===== config.mk =====
export PLATFORM = sky130hd
export DESIGN_NAME = ex_muldiv
export DESIGN_NICKNAME = d
export VERILOG_FILES = /design/src/rtl/ex_muldiv.sv
export SDC_FILE = /design/constraint.sdc
export NUM_CORES = 2
export LEC_CHECK = 0
export ABC_AREA = 1
export BUFFER_PORTS_ARGS = -buffer_cell sky130_fd_sc_hd__buf_2
export CORE_AREA = 5 5 499 501
export DETAILED_ROUTE_END_ITERATION = 8
export DIE_AREA = 0 0 504 506
export PLACE_DENSITY = 0.37
export SETUP_SLACK_MARGIN = 0.1
export SYNTH_ARGS = -nofsm -noshare
export SYNTH_HDL_FRONTEND = slang
export SYNTH_SLANG_ARGS = --single-unit

===== constraint.sdc =====
create_clock -name clk -period 14.84 [get_ports clk]
set_input_delay 0.742 -clock clk [delete_from_list [all_inputs] [get_ports clk]]
set_output_delay 0.742 -clock clk [all_outputs]
set_load 0.03 [all_outputs]

===== src/rtl/ex_muldiv.sv =====
// rtl/ex_muldiv.sv - iterative RV64M multiply/divide unit for the execute stage; word ops enabled by YSYX22040228_MULDIV_WORD_EN
module ex_muldiv #(
  parameter int XLEN     = 64,
  parameter int MUL_BITS = 1
) (
  input  logic            clk,
  input  logic            rst,
  input  logic            req_valid,
  output logic            req_ready,
  input  logic [3:0]      req_op,
  input  logic [XLEN-1:0] req_op1,
  input  logic [XLEN-1:0] req_op2,
  input  logic [4:0]      req_rd_addr,
  input  logic            flush,
  output logic            resp_valid,
  input  logic            resp_ready,
  output logic [XLEN-1:0] resp_data,
  output logic [4:0]      resp_rd_addr,
  output logic            busy
);

  localparam int CW = $clog2(XLEN + 1);
  localparam logic [XLEN-1:0] MIN_NEG = {1'b1, {(XLEN-1){1'b0}}};

  typedef enum logic [1:0] {
    ST_IDLE,
    ST_MUL,
    ST_DIV,
    ST_DONE
  } state_t;

  state_t state_q, state_d;

  // Iteration state. x_q holds the multiplier (consumed LSB first) or the
  // dividend, which is shifted out MSB first while quotient bits shift in.
  logic [2*XLEN-1:0] acc_q;
  logic [2*XLEN-1:0] mcand_q;
  logic [XLEN-1:0]   x_q;
  logic [XLEN-1:0]   y_q;
  logic [XLEN-1:0]   rem_q;
  logic [CW-1:0]     cnt_q;
  logic              neg_q;
  logic              neg_r_q;
  logic              high_q;
  logic              rem_sel_q;
`ifdef YSYX22040228_MULDIV_WORD_EN
  logic              word_q;
  logic              dec_word;
  logic              res_word;
`endif

  // Request decode.
  logic              dec_legal;
  logic              dec_mul;
  logic              dec_rem;
  logic              dec_high;
  logic              dec_a_signed;
  logic              dec_b_signed;
  logic              dec_special;
  logic [XLEN-1:0]   a_raw;
  logic [XLEN-1:0]   b_raw;
  logic [XLEN-1:0]   a_mag;
  logic [XLEN-1:0]   b_mag;
  logic              a_neg;
  logic              b_neg;
  logic              div_zero;
  logic              div_ovf;
  logic [XLEN-1:0]   min_neg_eff;
  logic [XLEN-1:0]   dividend_init;
  logic [XLEN-1:0]   spec_pre;
  logic [CW-1:0]     iter_mul;
  logic [CW-1:0]     iter_div;
  logic [CW-1:0]     iter_init;

  // Datapath step and result.
  logic [2*XLEN-1:0] mul_sum;
  logic [2*XLEN-1:0] prod_fin;
  logic [XLEN:0]     trial;
  logic              q_bit;
  logic [XLEN-1:0]   rem_nxt;
  logic [XLEN-1:0]   quot_nxt;
  logic [XLEN-1:0]   quot_fin;
  logic [XLEN-1:0]   rem_fin;
  logic [XLEN-1:0]   iter_res;
  logic [XLEN-1:0]   res_pre;
  logic [XLEN-1:0]   res_fin;

  // Handshake/control.
  logic              accept;
  logic              last_iter;
  logic              go_done;

  // Decode the incoming op, form operand magnitudes and detect divide special cases.
  always_comb begin
    dec_mul      = !req_op[2];
    dec_rem      = req_op[2] & req_op[1];
    dec_high     = !req_op[2] & (req_op[1:0] != 2'd0);
    dec_a_signed = (req_op[2:0] == 3'd1) | (req_op[2:0] == 3'd2) | (req_op[2] & !req_op[0]);
    dec_b_signed = (req_op[2:0] == 3'd1) | (req_op[2] & !req_op[0]);
`ifdef YSYX22040228_MULDIV_WORD_EN
    dec_word  = req_op[3];
    dec_legal = !(req_op[3] & !req_op[2] & (req_op[1:0] != 2'd0));
    if (dec_word) begin
      a_raw       = dec_a_signed ? {{(XLEN-32){req_op1[31]}}, req_op1[31:0]}
                                 : {{(XLEN-32){1'b0}}, req_op1[31:0]};
      b_raw       = dec_b_signed ? {{(XLEN-32){req_op2[31]}}, req_op2[31:0]}
                                 : {{(XLEN-32){1'b0}}, req_op2[31:0]};
      min_neg_eff = {{(XLEN-31){1'b1}}, 31'd0};
      iter_mul    = CW'(32 / MUL_BITS);
      iter_div    = CW'(32);
    end else begin
      a_raw       = req_op1;
      b_raw       = req_op2;
      min_neg_eff = MIN_NEG;
      iter_mul    = CW'(XLEN / MUL_BITS);
      iter_div    = CW'(XLEN);
    end
`else
    dec_legal   = !req_op[3];
    a_raw       = req_op1;
    b_raw       = req_op2;
    min_neg_eff = MIN_NEG;
    iter_mul    = CW'(XLEN / MUL_BITS);
    iter_div    = CW'(XLEN);
`endif
    a_neg    = dec_a_signed & a_raw[XLEN-1];
    b_neg    = dec_b_signed & b_raw[XLEN-1];
    a_mag    = a_neg ? -a_raw : a_raw;
    b_mag    = b_neg ? -b_raw : b_raw;
    div_zero = (b_raw == '0);
    div_ovf  = dec_a_signed & dec_b_signed & (a_raw == min_neg_eff) & (b_raw == '1);
    dec_special = dec_legal & !dec_mul & (div_zero | div_ovf);

    // Word divides start with the 32-bit dividend parked in the top half so
    // the same MSB-first shifter serves both widths.
`ifdef YSYX22040228_MULDIV_WORD_EN
    dividend_init = dec_word ? {a_mag[31:0], {(XLEN-32){1'b0}}} : a_mag;
`else
    dividend_init = a_mag;
`endif
    iter_init = dec_mul ? iter_mul : iter_div;

    if (!dec_legal) begin
      spec_pre = '0;
    end else if (div_zero) begin
      spec_pre = dec_rem ? a_raw : '1;
    end else begin
      spec_pre = dec_rem ? '0 : a_raw;
    end
  end

  // One shift-add multiply step, one restoring divide step, and exit sign fix-up.
  always_comb begin
    mul_sum = acc_q;
    for (int i = 0; i < MUL_BITS; i++) begin
      if (x_q[i]) begin
        mul_sum = mul_sum + (mcand_q << i);
      end
    end
    prod_fin = neg_q ? -mul_sum : mul_sum;

    trial    = {rem_q, x_q[XLEN-1]} - {1'b0, y_q};
    q_bit    = !trial[XLEN];
    rem_nxt  = q_bit ? trial[XLEN-1:0] : {rem_q[XLEN-2:0], x_q[XLEN-1]};
    quot_nxt = {x_q[XLEN-2:0], q_bit};
    quot_fin = neg_q ? -quot_nxt : quot_nxt;
    rem_fin  = neg_r_q ? -rem_nxt : rem_nxt;

    if (state_q == ST_MUL) begin
      iter_res = high_q ? prod_fin[2*XLEN-1:XLEN] : prod_fin[XLEN-1:0];
    end else begin
      iter_res = rem_sel_q ? rem_fin : quot_fin;
    end

    res_pre = (state_q == ST_IDLE) ? spec_pre : iter_res;
`ifdef YSYX22040228_MULDIV_WORD_EN
    res_word = (state_q == ST_IDLE) ? dec_word : word_q;
    res_fin  = res_word ? {{(XLEN-32){res_pre[31]}}, res_pre[31:0]} : res_pre;
`else
    res_fin  = res_pre;
`endif
  end

  // Next-state logic and handshake outputs; flush overrides everything but reset.
  always_comb begin
    state_d    = state_q;
    req_ready  = (state_q == ST_IDLE) && !rst;
    busy       = (state_q != ST_IDLE);
    resp_valid = (state_q == ST_DONE);
    accept     = req_valid && req_ready && !flush;
    last_iter  = (cnt_q == CW'(1));
    go_done    = !dec_legal || dec_special;
    if (flush) begin
      state_d = ST_IDLE;
    end else begin
      case (state_q)
        ST_IDLE: begin
          if (accept) begin
            if (go_done) begin
              state_d = ST_DONE;
            end else if (dec_mul) begin
              state_d = ST_MUL;
            end else begin
              state_d = ST_DIV;
            end
          end
        end
        ST_MUL, ST_DIV: begin
          if (last_iter) begin
            state_d = ST_DONE;
          end
        end
        ST_DONE: begin
          if (resp_ready) begin
            state_d = ST_IDLE;
          end
        end
        default: state_d = ST_IDLE;
      endcase
    end
  end

  // State register.
  always_ff @(posedge clk) begin
    if (rst) begin
      state_q <= ST_IDLE;
    end else begin
      state_q <= state_d;
    end
  end

  // Operand capture on accept, per-cycle iteration, result capture on entry to DONE.
  always_ff @(posedge clk) begin
    if (rst) begin
      resp_data    <= '0;
      resp_rd_addr <= '0;
      acc_q        <= '0;
      mcand_q      <= '0;
      x_q          <= '0;
      y_q          <= '0;
      rem_q        <= '0;
      cnt_q        <= '0;
      neg_q        <= 1'b0;
      neg_r_q      <= 1'b0;
      high_q       <= 1'b0;
      rem_sel_q    <= 1'b0;
`ifdef YSYX22040228_MULDIV_WORD_EN
      word_q       <= 1'b0;
`endif
    end else if (!flush) begin
      if (accept) begin
        resp_rd_addr <= req_rd_addr;
        acc_q        <= '0;
        mcand_q      <= {{XLEN{1'b0}}, a_mag};
        x_q          <= dec_mul ? b_mag : dividend_init;
        y_q          <= b_mag;
        rem_q        <= '0;
        cnt_q        <= iter_init;
        neg_q        <= a_neg ^ b_neg;
        neg_r_q      <= a_neg;
        high_q       <= dec_high;
        rem_sel_q    <= dec_rem;
`ifdef YSYX22040228_MULDIV_WORD_EN
        word_q       <= dec_word;
`endif
        if (go_done) begin
          resp_data <= res_fin;
        end
      end else if (state_q == ST_MUL) begin
        acc_q   <= mul_sum;
        mcand_q <= mcand_q << MUL_BITS;
        x_q     <= x_q >> MUL_BITS;
        cnt_q   <= cnt_q - 1'b1;
        if (last_iter) begin
          resp_data <= res_fin;
        end
      end else if (state_q == ST_DIV) begin
        rem_q <= rem_nxt;
        x_q   <= quot_nxt;
        cnt_q <= cnt_q - 1'b1;
        if (last_iter) begin
          resp_data <= res_fin;
        end
      end
    end
  end

endmodule


Word level (Yosys, flattened, before mapping)
Cells that the tools add are included.
{ "word_totals": {"ff_bits": 530, "inputBits": 142, "elab_cells": 115} }
{ "op_classes": {"n_addsub": 8, "eq_ne": 13, "muxes": 40, "bitwise": 16, "reduce_logical": 25} }
{ "ops": {"columns": ["operator", "count"], "rows": [
  ["2-to-1 mux 64 bit", 25],
  ["2-to-1 mux 128 bit", 6],
  ["negator 64 bit", 4],
  ["adder 128 bit", 1],
  ["equality test 64 bit (second input constant)", 2],
  ["negator 128 bit", 1],
  ["subtractor 65 x 64 -> 65 bit", 1],
  ["logical NOT 64 bit", 1],
  ["2-to-1 mux 7 bit", 3],
  ["bitwise AND 1 bit", 10],
  ["2-to-1 mux 2 bit", 5],
  ["AND reduction 3 bit", 3],
  ["nonzero test 2 bit", 4],
  ["equality test 7 x 1 -> 1 bit (second input constant)", 1],
  ["subtractor 7 x 1 -> 7 bit (second input constant)", 1],
  ["logical NOT 1 bit", 6],
  ["inequality test 2 bit (second input constant)", 3],
  ["case mux 2 bit (3 select lines)", 1],
  ["AND reduction 2 bit", 3],
  ["equality test 2 bit (second input constant)", 2],
  ["inequality test 2 x 1 -> 1 bit (second input constant)", 2],
  ["bitwise OR 1 bit", 4],
  ["OR reduction 2 bit", 2],
  ["equality test 3 x 1 -> 1 bit (second input constant)", 1],
  ["8 further kinds", 10]
]} }

Longest topological paths before layout
{ "depth": {"ltp_word": 12, "mapped_depth": 41, "depth_no_buf": 38} }

Worst setup path after synthesis
OpenSTA, ideal clock, no wires.
{ "synth_timing": {"path_type": "reg2reg", "start": "register x_q[63]", "end": "register resp_data[62]", "setup_ns": 0.122, "t_arrival_ns": 4.785, "required_time_ns": 14.718, "slack_ns": 9.933, "stages_incl_launch_ff": 41, "path_buffers": 3, "synth_period_minus_slack_ns": 4.907, "cell_sequence": "dfxtp_1 inv_1 ha_1 inv_1 fa_1 nand3_1 nand3_2 nand2_1 nand2_2 nand2_2 nand2_2 nand2_2 nand2_1 nand2_2 nand3_2 nand2_4 buf_12 buf_6 [... 5 more ...] nor2_1 inv_1 nor2_1 nand3_1 o21ai_0 inv_1 a21oi_1 inv_1 a21oi_1 nand2_1 nor2_1 o21ai_0 nor2_1 nor2_1 a21oi_1 a21oi_1 nand2_1 a21oi_2"} }
{ "synth_via": {"elab_chain_cells": 11, "word_cells_on_any_way": 15} }
{ "synth_rtl": {"columns": ["element", "line_no", "rtl"], "rows": [
  ["from (decl)", "38", "logic [XLEN-1:0] x_q;"],
  ["from (signal assigned)", "255", "x_q <= dec_mul ? b_mag : dividend_init;"],
  ["from (signal assigned)", "272", "x_q <= x_q >> MUL_BITS;"],
  ["from (signal assigned)", "279", "x_q <= quot_nxt;"],
  ["subtractor 65 x 64 -> 65 bit", "162", "trial = {rem_q, x_q[XLEN-1]} - {1'b0, y_q};"],
  ["2-to-1 mux 64 bit / logical NOT 1 bit (equally long branches)", "164, 163", null],
  ["negator 64 bit (on tied branches)", "167, 166", null],
  ["2-to-1 mux 64 bit (on tied branches)", "167, 166", null],
  ["2-to-1 mux 64 bit *", "172", "iter_res = rem_sel_q ? rem_fin : quot_fin;"],
  ["2-to-1 mux 64 bit *", "169", "if (state_q == ST_MUL) begin"],
  ["2-to-1 mux 64 bit *", "175", "res_pre = (state_q == ST_IDLE) ? spec_pre : iter_res;"],
  ["2-to-1 mux 64 bit", "274, 281", null],
  ["2-to-1 mux 64 bit", "277", "end else if (state_q == ST_DIV) begin"],
  ["2-to-1 mux 64 bit", "269", "end else if (state_q == ST_MUL) begin"],
  ["2-to-1 mux 64 bit *", "251", "if (accept) begin"],
  ["to (signal assigned)", "267", "resp_data <= res_fin;"],
  ["to (signal assigned)", "275", "resp_data <= res_fin;"],
  ["to (signal assigned)", "282", "resp_data <= res_fin;"],
  ["to (decl)", "17", "output logic [XLEN-1:0] resp_data,"]
]} }
Mark *: on every way between the ends. The rest lies on a longest branch, timed or not. The select of a mux whose other input is x is not followed.
A chain may end at the register's enable or synchronous reset.

Worst setup path after layout
{ "layout_timing": {"start": "register acc_q[70]", "end": "register resp_data[9]"} }
{ "layout_via": {"elab_chain_cells": 11, "word_cells_on_any_way": 12} }
{ "layout_rtl": {"columns": ["element", "line_no", "rtl"], "rows": [
  ["from (decl)", "36", "logic [2*XLEN-1:0] acc_q;"],
  ["from (signal assigned)", "270", "acc_q <= mul_sum;"],
  ["adder 128 bit", "157", "mul_sum = mul_sum + (mcand_q << i);"],
  ["2-to-1 mux 128 bit *", "156", "if (x_q[i]) begin"],
  ["negator 128 bit", "160", "prod_fin = neg_q ? -mul_sum : mul_sum;"],
  ["2-to-1 mux 128 bit *", "160", null],
  ["2-to-1 mux 64 bit *", "170", "iter_res = high_q ? prod_fin[2*XLEN-1:XLEN] : prod_fin[XLEN-1:0];"],
  ["2-to-1 mux 64 bit *", "169", null],
  ["2-to-1 mux 64 bit *", "175", null],
  ["2-to-1 mux 64 bit", "274, 281", null],
  ["2-to-1 mux 64 bit", "277", null],
  ["2-to-1 mux 64 bit", "269", null],
  ["2-to-1 mux 64 bit *", "251", null]
]} }
Marks and branches as above.

==> reports/results.ini <==
[setup_path]
start_kind = flip-flop
critPathKind = reg2reg
cp.required_ns = 15.45
r2r-start = acc_q[70]$_SDFFE_PP0P_
crit_arrival_ns = 6.88
critPathMaxFanout = 5
r2r_end = resp_data[9]$_SDFFE_PP0P_
end_kind = flip-flop
reg2reg_depth = 23
rrSetupSlack_ns = 8.57

[sta]
slew_viol_final = 0
finalSetupTns_ns = 0
rsz0062_at_grt = false
relSlewSlack_pct = 0.435
min_period_over_period_pct = 42.2
max_freq_ghz = 0.160
skew_ns = 0.0339
finalSetupViolations = 0
timing_hold_violations_final = 0
tightest_slew_ns = 1.48
whs_ns = 0.182
period_minus_slack_ns = 6.27

[hold_path]
hp-start = req_rd_addr[2]
hold_path_end = resp_rd_addr[2]$_SDFFE_PP0P_
min_path_type = in2reg
min_path_cells = 3

[clock_network]
hold_buffers = 0
root_buffer = clkbuf_16
numCtsBuffers = 80
clk_pin_slew_ns = 0.06
cts_tree = yes
clk_latency_ns = 0.75
h-tree-depth = 3
clockBufferDepth = 3
post_cts_resized = 0
postCtsSetupBuffers = 0
cts.sinks = 530

[die]
die_x_um = 504
core_mm2 = 0.244
fp.dieArea_mm2 = 0.255
initial_core_util_pct = 24.8
io_pins = 214
die_h_um = 506
std_cell_rows = 182

[logic_synthesis]
async_flop_share_pct = 0
synthCells = 11600
syn_nets = 12000
synth_cell_types = 59
synth_xor_area_share_pct = 2.04
netlist.area_leader.share_pct = 26.7
ys.flop_type = dfxtp_1
synthMuxAreaShare_pct = 0
synth_top_family_by_area = simple AND/OR/NAND/NOR gates
syn_area_mm2 = 0.0605
synth_adder_area_share_pct = 4.26
ys_top_cells_by_area = nand2_1 27%, dfxtp_1 18%, inv_1 11%, nand3_1 7.2%, nor2_1 6.5%
yosysSeqAreaShare_pct = 17.5
syn_avg_cell_area_um2 = 5.21
synth_compound_area_share_pct = 15.7
yosysWarnings = 0
synth_simple_gate_area_share_pct = 46.2
synth_edf_count = 0
synth_seq_cells = 530
yosysTopAreaCell = nand2_1

[route]
dr.pass1.iters = 9
routed_wl_mm = 396
viasPerCell = 5.07
vias = 75400
wl_per_cell_um = 26.6
antenna_left = 0
drtIter0Drc = 7685
drcViolationCount = 0

[grt]
busiest_layer = met2
grt_max_degree = 151
grtUsageMet3_pct = 2.97
use_met1_pct = 36.8
track_usage_pct = 29.6
grt-ovfl-total = 0
grt_pass1_wl_mm = 545
grt_pass1_vias = 71400
antenna_found_initial = 13
grtUsageMet2_pct = 49.1

[power_and_ir_drop]
peakVddDrop_uv = 87.9
leakage_nw = 34.7
power_per_cell_area_mw_per_mm2 = 76.9

[cells_and_area]
area_growth_pct = 11.2
drive_gt1_share_pct = 6.02
multiInputGateArea_mm2 = 0.0414
fillerInstances = 28900
seqCellArea_mm2 = 0.0106
nets = 11900

[placement]
place.detailed.hpwl_mm = 330
place_congestion = 1.02
numPortBuffers = 213

[status]
violations = capacitance limit
outcome = finished, violations left

[job]
maxCapViolations = 1

critical path, cell delays in order, from the launching register on:
cell and delay [ns]:
dfxtp_1 0.39, ha_1 0.48, nand2_1 0.17, nor2_1 0.25, nand2_1 0.15, nor2_1 0.20
inv_1 0.18, nor2_1 0.72, nand4_1 0.69, nand4_1 0.35, nand2_1 0.08, nand2_1 0.05
nand2_1 0.23, nor2_1 0.23, nand2_1 0.12, nor2_1 0.15, nand2_1 0.08, nand2_1 0.06
nand2_1 0.19, o21ai_0 0.60, buf_4 0.25, nand3_1 0.24, nand3_1 0.16, a21oi_1 0.08
flip-flops by register name, summed over array words and instances, names as in the netlist:
register,flops
cnt_q,7
y_q,64
high_q,1
rem_q,64
state_q,2
rem_sel_q,1
neg_r_q,1
resp_rd_addr,5
x_q,64
acc_q,128
resp_data,64
mcand_q,128
neg_q,1
report_power, final:
group	switching [mW]	internal [mW]	total (mW)
Clock	0.861	1.22	2.08
Sequential	0.0701	1.47	1.54
Combinational	1.19	0.369	1.56
worst max path at each step:
stage / depth (start not counted) / startpoint / to
finish: 23 / acc_q[70]$_SDFFE_PP0P_ / resp_data[9]$_SDFFE_PP0P_
global route: 37 / x_q[63]$_SDFFE_PP0P_ / resp_data[62]$_SDFFE_PP0P_
CTS: 23 / acc_q[70]$_SDFFE_PP0P_ / resp_data[9]$_SDFFE_PP0P_
detailed placement: 22 / req_op1[0] / resp_data[3]$_SDFFE_PP0P_
global placement: 22 / req_op1[0] / resp_data[3]$_SDFFE_PP0P_
floorplan: 40 / x_q[63]$_SDFFE_PP0P_ / resp_data[62]$_SDFFE_PP0P_
synth_stat cells (12+ instances only):
cell / count
xor2_1: 120
a31oi_1: 158
o211ai_1: 93
a21oi_1: 727
ha_1: 203
inv_1: 1805
nand2_4: 12
nor2_2: 26
nand3_1: 868
nor3_1: 97
nand4_1: 121
dfxtp_1: 530
nand2_2: 46
xnor2_1: 21
o21bai_1: 43
clkbuf_1: 306
nor2_4: 15
o21ai_0: 562
buf_1: 47
o22ai_1: 62
nor4_1: 61
nand2_1: 4313
nor2_1: 1052
inv_2: 16
o21ai_1: 24
buf_6: 12
buf_2: 36
or2_2: 118
nand3b_1: 18
stage by stage:
step                util [%]  setup slack (ns)  instance area [µm²]  std cells  power, mW
detailed placement      26.4              8.53                64600      14700       3.10
CTS                     27.6              8.65                67300      14900       5.20
global route            27.6              7.98                67300      14900       5.37
finish                  27.6              8.57                67300      14900       5.18
floorplan                  -              9.93                60500      11600       2.43
global placement        26.4              8.55                64600      14700       3.11
layout by cell type (no fill, tap or decap), types with 7 or more instances in the layout:
cell,Yosys,final
xnor2_1,21,21
clkinv_2,0,10
nand2_1,4313,4309
clkbuf_8,0,19
nor4_1,61,61
ha_1,203,201
nand3_1,868,867
diode_2,0,10
nor2_2,26,27
nor3_1,97,97
buf_4,8,68
o31ai_1,7,7
nand3_2,10,10
o22ai_1,62,62
nand2_4,12,15
a31oi_1,158,158
a221oi_1,10,10
or2_2,118,118
buf_2,36,212
nand2_2,46,47
inv_1,1805,1803
nor2_4,15,19
o21ai_1,24,26
o21bai_1,43,43
nor2_1,1052,1047
clkbuf_1,306,21
inv_2,16,19
dfxtp_1,530,525
o21ai_0,562,560
nand3b_1,18,18
xor2_1,120,120
o211ai_1,93,93
nand4_1,121,121
a21oi_1,727,727
clkbuf_16,0,82
layout make-up:
| type | count | area share [%] |
|---|---|---|
| multi-input cells | 8855 | 61.5 |
| flip-flops and latches | 530 | 15.8 |
| inverters | 1829 | 10.2 |
| well taps | 3220 | 5.98 |
| clock buffers | 122 | 3.55 |
| repair buffers | 285 | 2.47 |
| clock inverters | 23 | 0.489 |
| diodes | 10 | 0.0372 |
layer usage:
metal | vias to the layer above | part of all wire [%]
li1 | 36600 | -
met1 | 35500 | 42
met2 | 2584 | 45
met3 | 661 | 4.7
met4 | 10 | 8.0
met5 | - | 0.014
kinds of logic after synthesis:
group | Yosys count
and+or+nand+nor | 6778
DFF | 530
AOI/OAI and AO/OA | 1731
xor gates and xnor gates | 141
buffers and inverters | 2241
adders and majority gates | 205
No activity file was read; power rests on OpenSTA's default activity.
